===== src/rtl/key_event_reader_pkg.sv =====
// Shared definitions for the key event reader: event word layout, default key count
// and a ceiling-log2 helper used to size counters and pointers.
package key_event_reader_pkg;

  localparam int EV_PRESS_BIT = 0;
  localparam int EV_KEY_LSB   = 1;
  localparam int DEF_NKEYS    = 4;

  function automatic int clog2(input int value);
    int r;
    int v;
    r = 0;
    v = value - 1;
    while (v > 0) begin
      r = r + 1;
      v = v >>> 1;
    end
    return r;
  endfunction

endpackage


===== src/rtl/key_event_fifo.sv =====
// Show-ahead event queue: the head entry sits in an output register, so dout is valid
// whenever empty is low and holds its last value once the queue drains.
module key_event_fifo
  import key_event_reader_pkg::*;
#(
  parameter int WIDTH = 3,
  parameter int DEPTH = 8,
  localparam int AW = clog2(DEPTH),
  localparam int CW = AW + 1
) (
  input  logic             clk,
  input  logic             rst_n,
  input  logic             wr_en,
  input  logic [WIDTH-1:0] din,
  output logic             full,
  input  logic             rd_en,
  output logic [WIDTH-1:0] dout,
  output logic             empty,
  output logic [CW-1:0]    count
);

  logic [WIDTH-1:0] mem [DEPTH];
  logic [AW-1:0]    wr_ptr_q, wr_ptr_d, rd_ptr_q, rd_ptr_d;
  logic [CW-1:0]    count_q, count_d;
  logic [WIDTH-1:0] dout_q, dout_d;
  logic             rd_ok, wr_ok;

  assign full  = (count_q == CW'(DEPTH));
  assign empty = (count_q == '0);
  assign count = count_q;
  assign dout  = dout_q;

  // A read frees its slot before the write is considered, so full+read+write is accepted.
  assign rd_ok = rd_en & ~empty;
  assign wr_ok = wr_en & (~full | rd_ok);

  always_comb begin
    wr_ptr_d = wr_ptr_q + AW'(wr_ok);
    rd_ptr_d = rd_ptr_q + AW'(rd_ok);
    count_d  = count_q + CW'(wr_ok) - CW'(rd_ok);
    dout_d   = dout_q;
    // The new head may be the word being written this very cycle.
    if (count_d != '0) begin
      if (wr_ok && (wr_ptr_q == rd_ptr_d)) dout_d = din;
      else                                 dout_d = mem[rd_ptr_d];
    end
  end

  always_ff @(posedge clk) begin
    if (wr_ok) mem[wr_ptr_q] <= din;
  end

  always_ff @(posedge clk or negedge rst_n) begin
    if (!rst_n) begin
      wr_ptr_q <= '0;
      rd_ptr_q <= '0;
      count_q  <= '0;
      dout_q   <= '0;
    end else begin
      wr_ptr_q <= wr_ptr_d;
      rd_ptr_q <= rd_ptr_d;
      count_q  <= count_d;
      dout_q   <= dout_d;
    end
  end

endmodule


===== src/rtl/key_event_reader.sv =====
// Synchronises and debounces latched key levels, converts each accepted level change
// into a press/release event and queues it for the consumer over valid/ready.
module key_event_reader
  import key_event_reader_pkg::*;
#(
  parameter int NKEYS      = DEF_NKEYS,
  parameter int DEB_CYCLES = 16,
  parameter int FIFO_DEPTH = 8,
  localparam int KW = (NKEYS > 1) ? clog2(NKEYS) : 1,
  localparam int CW = clog2(FIFO_DEPTH) + 1
) (
  input  logic             clk,
  input  logic             rst_n,
  input  logic [NKEYS-1:0] key_q,
  output logic             ev_valid,
  input  logic             ev_ready,
  output logic [KW-1:0]    ev_key,
  output logic             ev_press,
  output logic [CW-1:0]    ev_count,
  output logic             overflow,
  input  logic             clr_ovf
);

  localparam int DW = clog2(DEB_CYCLES);
  localparam int EW = KW + 1;

  logic [NKEYS-1:0] s1_q, s2_q;
  logic [NKEYS-1:0] pend_vec, dir_vec, lost_vec, grant;
  logic [KW-1:0]    sel_idx;
  logic             sel_dir, wr_req, drop;
  logic [EW-1:0]    ev_din, ev_dout;
  logic             fifo_full, fifo_empty;
  logic             overflow_q, overflow_d;

  always_ff @(posedge clk or negedge rst_n) begin
    if (!rst_n) begin
      s1_q <= '0;
      s2_q <= '0;
    end else begin
      s1_q <= key_q;
      s2_q <= s1_q;
    end
  end

  genvar gi;
  generate
    for (gi = 0; gi < NKEYS; gi++) begin : g_key
      logic [DW-1:0] cnt_q, cnt_d;
      logic          stable_q, stable_d, pend_q, pend_d, dir_q, dir_d, flip;

      always_comb begin
        cnt_d    = cnt_q;
        stable_d = stable_q;
        pend_d   = pend_q & ~grant[gi];
        dir_d    = dir_q;
        flip     = 1'b0;
        if (s2_q[gi] == stable_q) begin
          cnt_d = '0;
        end else if (cnt_q == DW'(DEB_CYCLES - 1)) begin
          flip     = 1'b1;
          cnt_d    = '0;
          stable_d = s2_q[gi];
          pend_d   = 1'b1;
          dir_d    = s2_q[gi];
        end else begin
          cnt_d = cnt_q + DW'(1);
        end
      end

      always_ff @(posedge clk or negedge rst_n) begin
        if (!rst_n) begin
          cnt_q    <= '0;
          stable_q <= 1'b0;
          pend_q   <= 1'b0;
          dir_q    <= 1'b0;
        end else begin
          cnt_q    <= cnt_d;
          stable_q <= stable_d;
          pend_q   <= pend_d;
          dir_q    <= dir_d;
        end
      end

      assign pend_vec[gi] = pend_q;
      assign dir_vec[gi]  = dir_q;
      // A flip landing on an unserved pending event overwrites it.
      assign lost_vec[gi] = flip & pend_q & ~grant[gi];
    end
  endgenerate

  // Lowest-index pending key wins.
  assign grant  = pend_vec & (~pend_vec + NKEYS'(1));
  assign wr_req = |pend_vec;

  always_comb begin
    sel_idx = '0;
    sel_dir = 1'b0;
    for (int i = 0; i < NKEYS; i++) begin
      if (grant[i]) begin
        sel_idx = KW'(i);
        sel_dir = dir_vec[i];
      end
    end
  end

  always_comb begin
    ev_din                     = '0;
    ev_din[EV_PRESS_BIT]       = sel_dir;
    ev_din[EV_KEY_LSB +: KW]   = sel_idx;
  end

  key_event_fifo #(
    .WIDTH (EW),
    .DEPTH (FIFO_DEPTH)
  ) u_fifo (
    .clk   (clk),
    .rst_n (rst_n),
    .wr_en (wr_req),
    .din   (ev_din),
    .full  (fifo_full),
    .rd_en (ev_ready),
    .dout  (ev_dout),
    .empty (fifo_empty),
    .count (ev_count)
  );

  assign drop       = wr_req & fifo_full & ~ev_ready;
  assign overflow_d = (overflow_q & ~clr_ovf) | drop | (|lost_vec);

  always_ff @(posedge clk or negedge rst_n) begin
    if (!rst_n) overflow_q <= 1'b0;
    else        overflow_q <= overflow_d;
  end

  assign overflow = overflow_q;
  assign ev_valid = ~fifo_empty;
  assign ev_key   = ev_dout[EV_KEY_LSB +: KW];
  assign ev_press = ev_dout[EV_PRESS_BIT];

endmodule

===== config.mk =====
export PLATFORM = sky130hd
export DESIGN_NAME = key_event_reader
export DESIGN_NICKNAME = d
export VERILOG_FILES = /design/src/rtl/key_event_reader_pkg.sv /design/src/rtl/key_event_fifo.sv /design/src/rtl/key_event_reader.sv
export SDC_FILE = /design/constraint.sdc
export NUM_CORES = 1
export LEC_CHECK = 0
export ABC_CLOCK_PERIOD_IN_PS = 4130
export BUFFER_PORTS_ARGS = -buffer_cell sky130_fd_sc_hd__buf_2
export CORE_UTILIZATION = 51
export CTS_BUF_LIST = sky130_fd_sc_hd__clkbuf_8
export DETAILED_ROUTE_END_ITERATION = 10
export MAX_ROUTING_LAYER = met4
export PLACE_DENSITY = 0.75
export SLEW_MARGIN = 20
export SYNTH_ARGS = -nofsm -noshare
export SYNTH_HDL_FRONTEND = slang
export SYNTH_SLANG_ARGS = --single-unit
export TNS_END_PERCENT = 50

===== constraint.sdc =====
create_clock -name clk -period 4.13 [get_ports clk]
set_clock_uncertainty 0.2 [all_clocks]
set_input_delay 0.6195 -clock clk [delete_from_list [all_inputs] [get_ports clk]]
set_output_delay 0.6195 -clock clk [all_outputs]
set_load 0.02 [all_outputs]

-- After elaboration in Yosys (flattened, before gate mapping)
Memories as Yosys holds them, arrays and structs flattened. A register that Yosys moved wholly into a read port is not among the register bits.
Cells that the tools add are included.
- $add $sub $neg: 9
- equality and inequality tests: 9
- reduce and logical (&&, ||, !) cells: 9
- bitwise gates (word level): 34
- mux-type cells: 33
- operators by type and width (operator ; number):
    4-bit two-way mux ; 8
    1-bit two-way mux ; 23
    4-bit by 1-bit adder with 4-bit output (second input constant) ; 5
    4-bit equality test (second input constant) ; 5
    1-bit bitwise AND ; 17
    1-bit inverter ; 12
    2-bit AND reduction ; 4
    4-bit OR reduction ; 2
    3-bit by 1-bit adder with 3-bit output ; 2
    4-bit by 1-bit adder with 4-bit output ; 1
    4-bit bitwise AND ; 1
    1-bit equality test ; 4
    4-bit logical NOT ; 1
    2-bit two-way mux ; 2
    4-bit inverter ; 1
    4-bit nonzero test ; 1
    4-bit by 1-bit subtractor with 4-bit output ; 1
    1-bit bitwise OR ; 3
    1-bit logical NOT ; 1
- memories: 1
- register bits after elaboration: 43
- output and inout port bits: 9
- bits in writable memories: 24
- word-level logic and storage cells: 113
- memories (name ; words ; width ; read ports ; clocked after memory_dff ; wr ports ; line ; RTL):
    u_fifo.mem ; 8 ; 3 ; 1 ; 1 ; 1 ; key_event_fifo.sv:22 ; logic [WIDTH-1:0] mem [DEPTH];

-- Depth between registers and ports, before layout
- word-level depth: 8
- gate-level depth with buffers: 13
- gate-level depth less buffers: 12

-- Modules after synthesis
A second synthesis with hierarchy kept.
- cells, all modules: 213
- area total of the unflattened synthesis: 3047.9 um2
- by module, submodules not included (module ; area an instance (um2) ; instances ; cells each):
    key_event_fifo ; 1689.1 ; 1 ; 100
    key_event_reader ; 1358.8 ; 1 ; 113

-- Least setup slack after synthesis
OpenSTA, ideal clock, no wires.
- kind: register to register
- start: register u_fifo.count_q[2], in the netlist u_fifo.count[2]
- end: register u_fifo.dout_q[1], in the netlist u_fifo.dout[1] (read register of u_fifo.mem)
- data required time: 3.805 ns
- setup slack: 0.465 ns
- clock period less this slack: 3.665 ns
- stages on the path, launching flop included: 14
- buffers on the path: 1
- setup time: 0.125 ns
- arrival time: 3.341 ns
- cells stage by stage: dfrtp_1 inv_1 ha_1 or3b_1 buf_2 and2_1 ha_1 inv_1 ha_1 inv_1 fa_1 inv_1 nor4_1 mux2_2
- word-level cells in the longest chain between the ends: 8
- elaborated cells between the ends (all ways): 11
- RTL lines (item ; line ; RTL):
    from (decl) ; key_event_fifo.sv:24 ; logic [CW-1:0] count_q, count_d;
    from (signal assigned) ; key_event_fifo.sv:62 ; count_q <= count_d;
    4-bit logical NOT (*) ; key_event_fifo.sv:29 ; assign empty = (count_q == '0);
    1-bit inverter (*) ; -- ;
    net ev_valid ; key_event_reader.sv:15 ; output logic ev_valid,
    1-bit bitwise AND (*) ; key_event_fifo.sv:34 ; assign rd_ok = rd_en & ~empty;
    1-bit bitwise OR ; key_event_fifo.sv:35 ; assign wr_ok = wr_en & (~full | rd_ok);
    1-bit bitwise AND ; key_event_fifo.sv:35 ;
    4-bit by 1-bit adder with 4-bit output ; key_event_fifo.sv:40 ; count_d = count_q + CW'(wr_ok) - CW'(rd_ok);
    4-bit by 1-bit subtractor with 4-bit output (*) ; key_event_fifo.sv:40 ;
    net u_fifo.count_d[1] ; key_event_fifo.sv:24 ;
    4-bit nonzero test (*) ; key_event_fifo.sv:43 ; if (count_d != '0) begin
    to (decl) ; key_event_fifo.sv:25 ; logic [WIDTH-1:0] dout_q, dout_d;
The timed path passes the listed nets; every way through them passes the cells marked *.
A chain may end at the register's enable or synchronous reset.

-- Worst setup path in the final report
- start: register u_fifo.count_q[2], in the netlist u_fifo.count[2]
- end: register u_fifo.dout_q[1], in the netlist u_fifo.dout[1] (read register of u_fifo.mem)
- elaborated cells between the ends (all ways): 11
- RTL lines (item ; line ; RTL):
    4-bit logical NOT ; key_event_fifo.sv:29 ;
    1-bit inverter ; key_event_fifo.sv:34 ;
    1-bit bitwise AND ; key_event_fifo.sv:34 ;
    3-bit by 1-bit adder with 3-bit output ; key_event_fifo.sv:39 ; rd_ptr_d = rd_ptr_q + AW'(rd_ok);
    net u_fifo.rd_ptr_d[1] ; key_event_fifo.sv:23 ; logic [AW-1:0] wr_ptr_q, wr_ptr_d, rd_ptr_q, rd_ptr_d;
The timed path passes the listed nets, and every way through them passes these cells.

==> summary.txt <==
Run status
  • Status: finished, final reports clean

Global route
  • Initial antenna violation count: 0
  • Grt ovf: 0
  • GRT Total Usage: 19.0%
  • Vias in the first global route: 1770
  • Largest net degree at the start of global routing: 47
  • Global-route wire length before repair: 8.51 mm

CTS
  • # hold bufs at CTS: 0
  • Worst-Skew Late Latency: 340 ps
  • Clock root cell: clkbuf_8
  • CTS tree: yes
  • H-Tree Depth: 3
  • # Post-CTS Setup Buffers: 0
  • CTS resizes: 0
  • Deepest clock path buffer count: 2
  • Clk slew on worst S/H paths: 70 ps
  • Clock sink count: 70
  • CTS Buf Count: 9

Floorplan
  • Die width: 80.4 um
  • Die area: 0.00647 mm2
  • Core area: 0.00592 mm2
  • # rows: 28
  • Boundary Pins: 17
  • Die Span Y: 80.4 um
  • Initial Utilization: 53.0%

Timing
  • Fin. max-slew vios: 0
  • Final setup fails: 0
  • Slew at the pin closest to its max-slew limit: 999 ps
  • Final Worst Setup Slack: 604 ps
  • Max Freq: 284 MHz
  • Slew HR: 32.9%
  • Fin Setup TNS: 0 ps
  • Fin Hold WS: 69.6 ps
  • Final Hold Fails: 0
  • Tmin final: 3530 ps
  • Final Cycle Share: 85.4%
  • RSZ-0062 raised after global routing: false

Flow run
  • Maxcap violations: 0

Critical path
  • Critical path class: flip-flop to flip-flop
  • CP Capture Type: flip-flop
  • Arrival time at the worst endpoint: 3550 ps
  • Crit path top cell by count: mux2_2
  • Worst-path cell chain: inv_1 -> ha_1 -> or3b_1 -> and3_1 -> ha_1 -> mux4_1 -> mux2_2 -> mux2_2 -> mux2_2
  • Crit-path slowest cell: mux4_1
  • Worst path max stage delay: 590 ps
  • Worst-path fanout max: 8
  • Crit start category: flip-flop
  • Worst Path Required: 4160 ps

Synthesis
  • Largest cells by area after synthesis: dfrtp_1, edfxtp_1, ha_1, mux4_1, mux2_2
  • Synth Instances: 230
  • Ys async rst share: 65.7%
  • Mapped Nets: 252
  • Leading register cell type out of synthesis: dfrtp_1
  • Average size of a mapped cell: 13.6 um2
  • Sequential area share after synthesis: 59.6%
  • Synthesized area: 0.00314 mm2
  • Post-synthesis cell type count: 40
  • #FFs+latches synth: 70
  • Yosys synthesis warning count: 0
  • Synth area leader: dfrtp_1
  • EDFF count, synth: 24
  • Yosys top cell area share: 36.7%

Place
  • Buffers on Ports: 16
  • Setup WS pre-CTS: 598 ps
  • DP HPWL: 3.36 mm
  • Placement-stage cell area: 0.00328 mm2
  • RePlAce Congestion: 0.742

Detailed routing
  • Initial DRT Pass Iterations: 4
  • Total wire length: 4.86 mm
  • Detail Route Antenna Nets: 0
  • Via density: 5.29
  • Via count: 1751
  • Initial DRC count: 168
  • Avg WL per Cell: 14.7 um
  • # DRC: 0

Power and ir drop
  • Combinational power share: 27.6%
  • Clock power frac: 31.4%
  • Worst vdd ir: 327 uV
  • Sequential share of power: 41.0%
  • Internal power: 1.46 mW
  • Pwr/cell area: 576 mW/mm2
  • Switching part of the total: 27.9%
  • P_sw: 0.564 mW
  • Leak: 1.56 nW

Final layout
  • Fin area: 0.00351 mm2
  • Storage element area: 0.00187 mm2
  • Nets: 273
  • Diodes inserted: 0
  • Syn-to-layout area delta: 11.8%
  • Area of the multi-input gates: 0.00115 mm2
  • Share of layout cells above drive strength 1: 17.2%
  • Fin util: 59.3%
  • Fillcell total: 483

Hold path
  • Hold/Removal Path Class: input pin to asynchronous set/reset pin
## stage by stage
stage	power, mW	std cells
finish	2.02	331
global route	2.15	331
CTS	2.05	331
detailed placement	1.41	315
global placement	1.39	315
floorplan	1.29	230
## final timing paths
| path | slack, ps | cells after the start | to | startpoint |
|---|---|---|---|---|
| setup / recovery | 600 | 9 | u_fifo.dout[1] | u_fifo.count[2] |
| hold / removal | 70 | 1 | s1_q[2] | rst_n |
| setup reg to reg | 600 | 9 | u_fifo.dout[1] | u_fifo.count[2] |
| hold reg to reg | 150 | 0 | s2_q[0] | s1_q[0] |
| max in group asynchronous | 3260 | 1 | u_fifo.count[2] | rst_n |
| min in group clk | 150 | 0 | s2_q[0] | s1_q[0] |
## layout by cell type, fill, tap and decap left out, drive strengths merged, types with 2 or more instances in the layout
master,instances
a21o,2
a21oi,14
a22o,2
and3,2
buf,17
bufinv,3
clkbuf,9
dfrtp,46
edfxtp,24
ha,13
inv,22
mux2,9
mux2i,4
mux4,6
nand2,3
nand2b,2
nand3,4
nand4b,4
nor2,12
nor2b,6
nor3,7
nor3b,4
nor4,3
o21ai,10
or3b,2
xnor2,11
xor2,3
## synth_stat cells (all sizes together) (2+ instances only)
master / number
and3: 2
nor2b: 6
nor2: 12
a22o: 2
clkbuf: 4
or3b: 2
nor3b: 4
mux4: 6
nand4b: 4
a21o: 2
ha: 13
edfxtp: 24
nor3: 7
mux2i: 4
xor2: 3
o21ai: 10
nor4: 3
nand2: 3
nand2b: 2
xnor2: 11
mux2: 9
inv: 19
a21oi: 14
nand3: 4
dfrtp: 46
buf: 3
## power by group through the flow
stage	combinational [mW]	sequential (mW)	clock [mW]
after global routing	0.624	0.838	0.689
after global placement	0.554	0.841	0
after detailed placement	0.567	0.843	0
after CTS	0.568	0.829	0.651
after floorplan	0.418	0.868	0
final	0.557	0.829	0.635
## per-layer routing
layer	wire length (um)	track usage [%]	vias to the layer above
met5	0	-	-
met4	82	8.57	0
met3	158	5.80	9
met2	2310	27.4	26
met1	2310	24.7	842
li1	-	-	874
## critical path: cells and delay by family, from the launching register on
| family | cells | cell delay [ps] |
|---|---|---|
| adders and majority gates | 2 | 680 |
| DFF | 1 | 380 |
| and+or+nand+nor | 2 | 690 |
| buffers and inverters | 1 | 100 |
| muxes | 4 | 1370 |
## flip-flops by register name, summed over array words and instances (netlist names)
name             flops
g_key.cnt_q         16
g_key.dir_q          4
g_key.pend_q         4
overflow             1
s1_q                 4
s2_q                 4
u_fifo.count         4
u_fifo.dout          3
u_fifo.mem          24
u_fifo.rd_ptr_q      3
u_fifo.wr_ptr_q      3
## layout make-up
| type | instances | area share (%) |
|---|---|---|
| tap | 75 | 2.67 |
| clock inverter | 7 | 3.03 |
| inverter | 19 | 2.03 |
| timing repair buffer | 17 | 2.57 |
| multi-input combinational | 134 | 32.8 |
| sequential | 70 | 53.3 |
| clock buffer | 9 | 3.53 |
## cells by family (layout without fill, tap and decap cells)
family | Yosys count | in the layout | share of synthesized area, %
compound gates | 33 | 33 | 6.62
flops | 70 | 70 | 59.6
xor+xnor | 15 | 15 | 4.63
buf+inv | 26 | 52 | 3.63
fa+ha+maj | 14 | 14 | 5.82
simple gates | 53 | 53 | 10.1
mux | 19 | 19 | 9.53
Note: power is estimated with default switching activity, not from simulation.
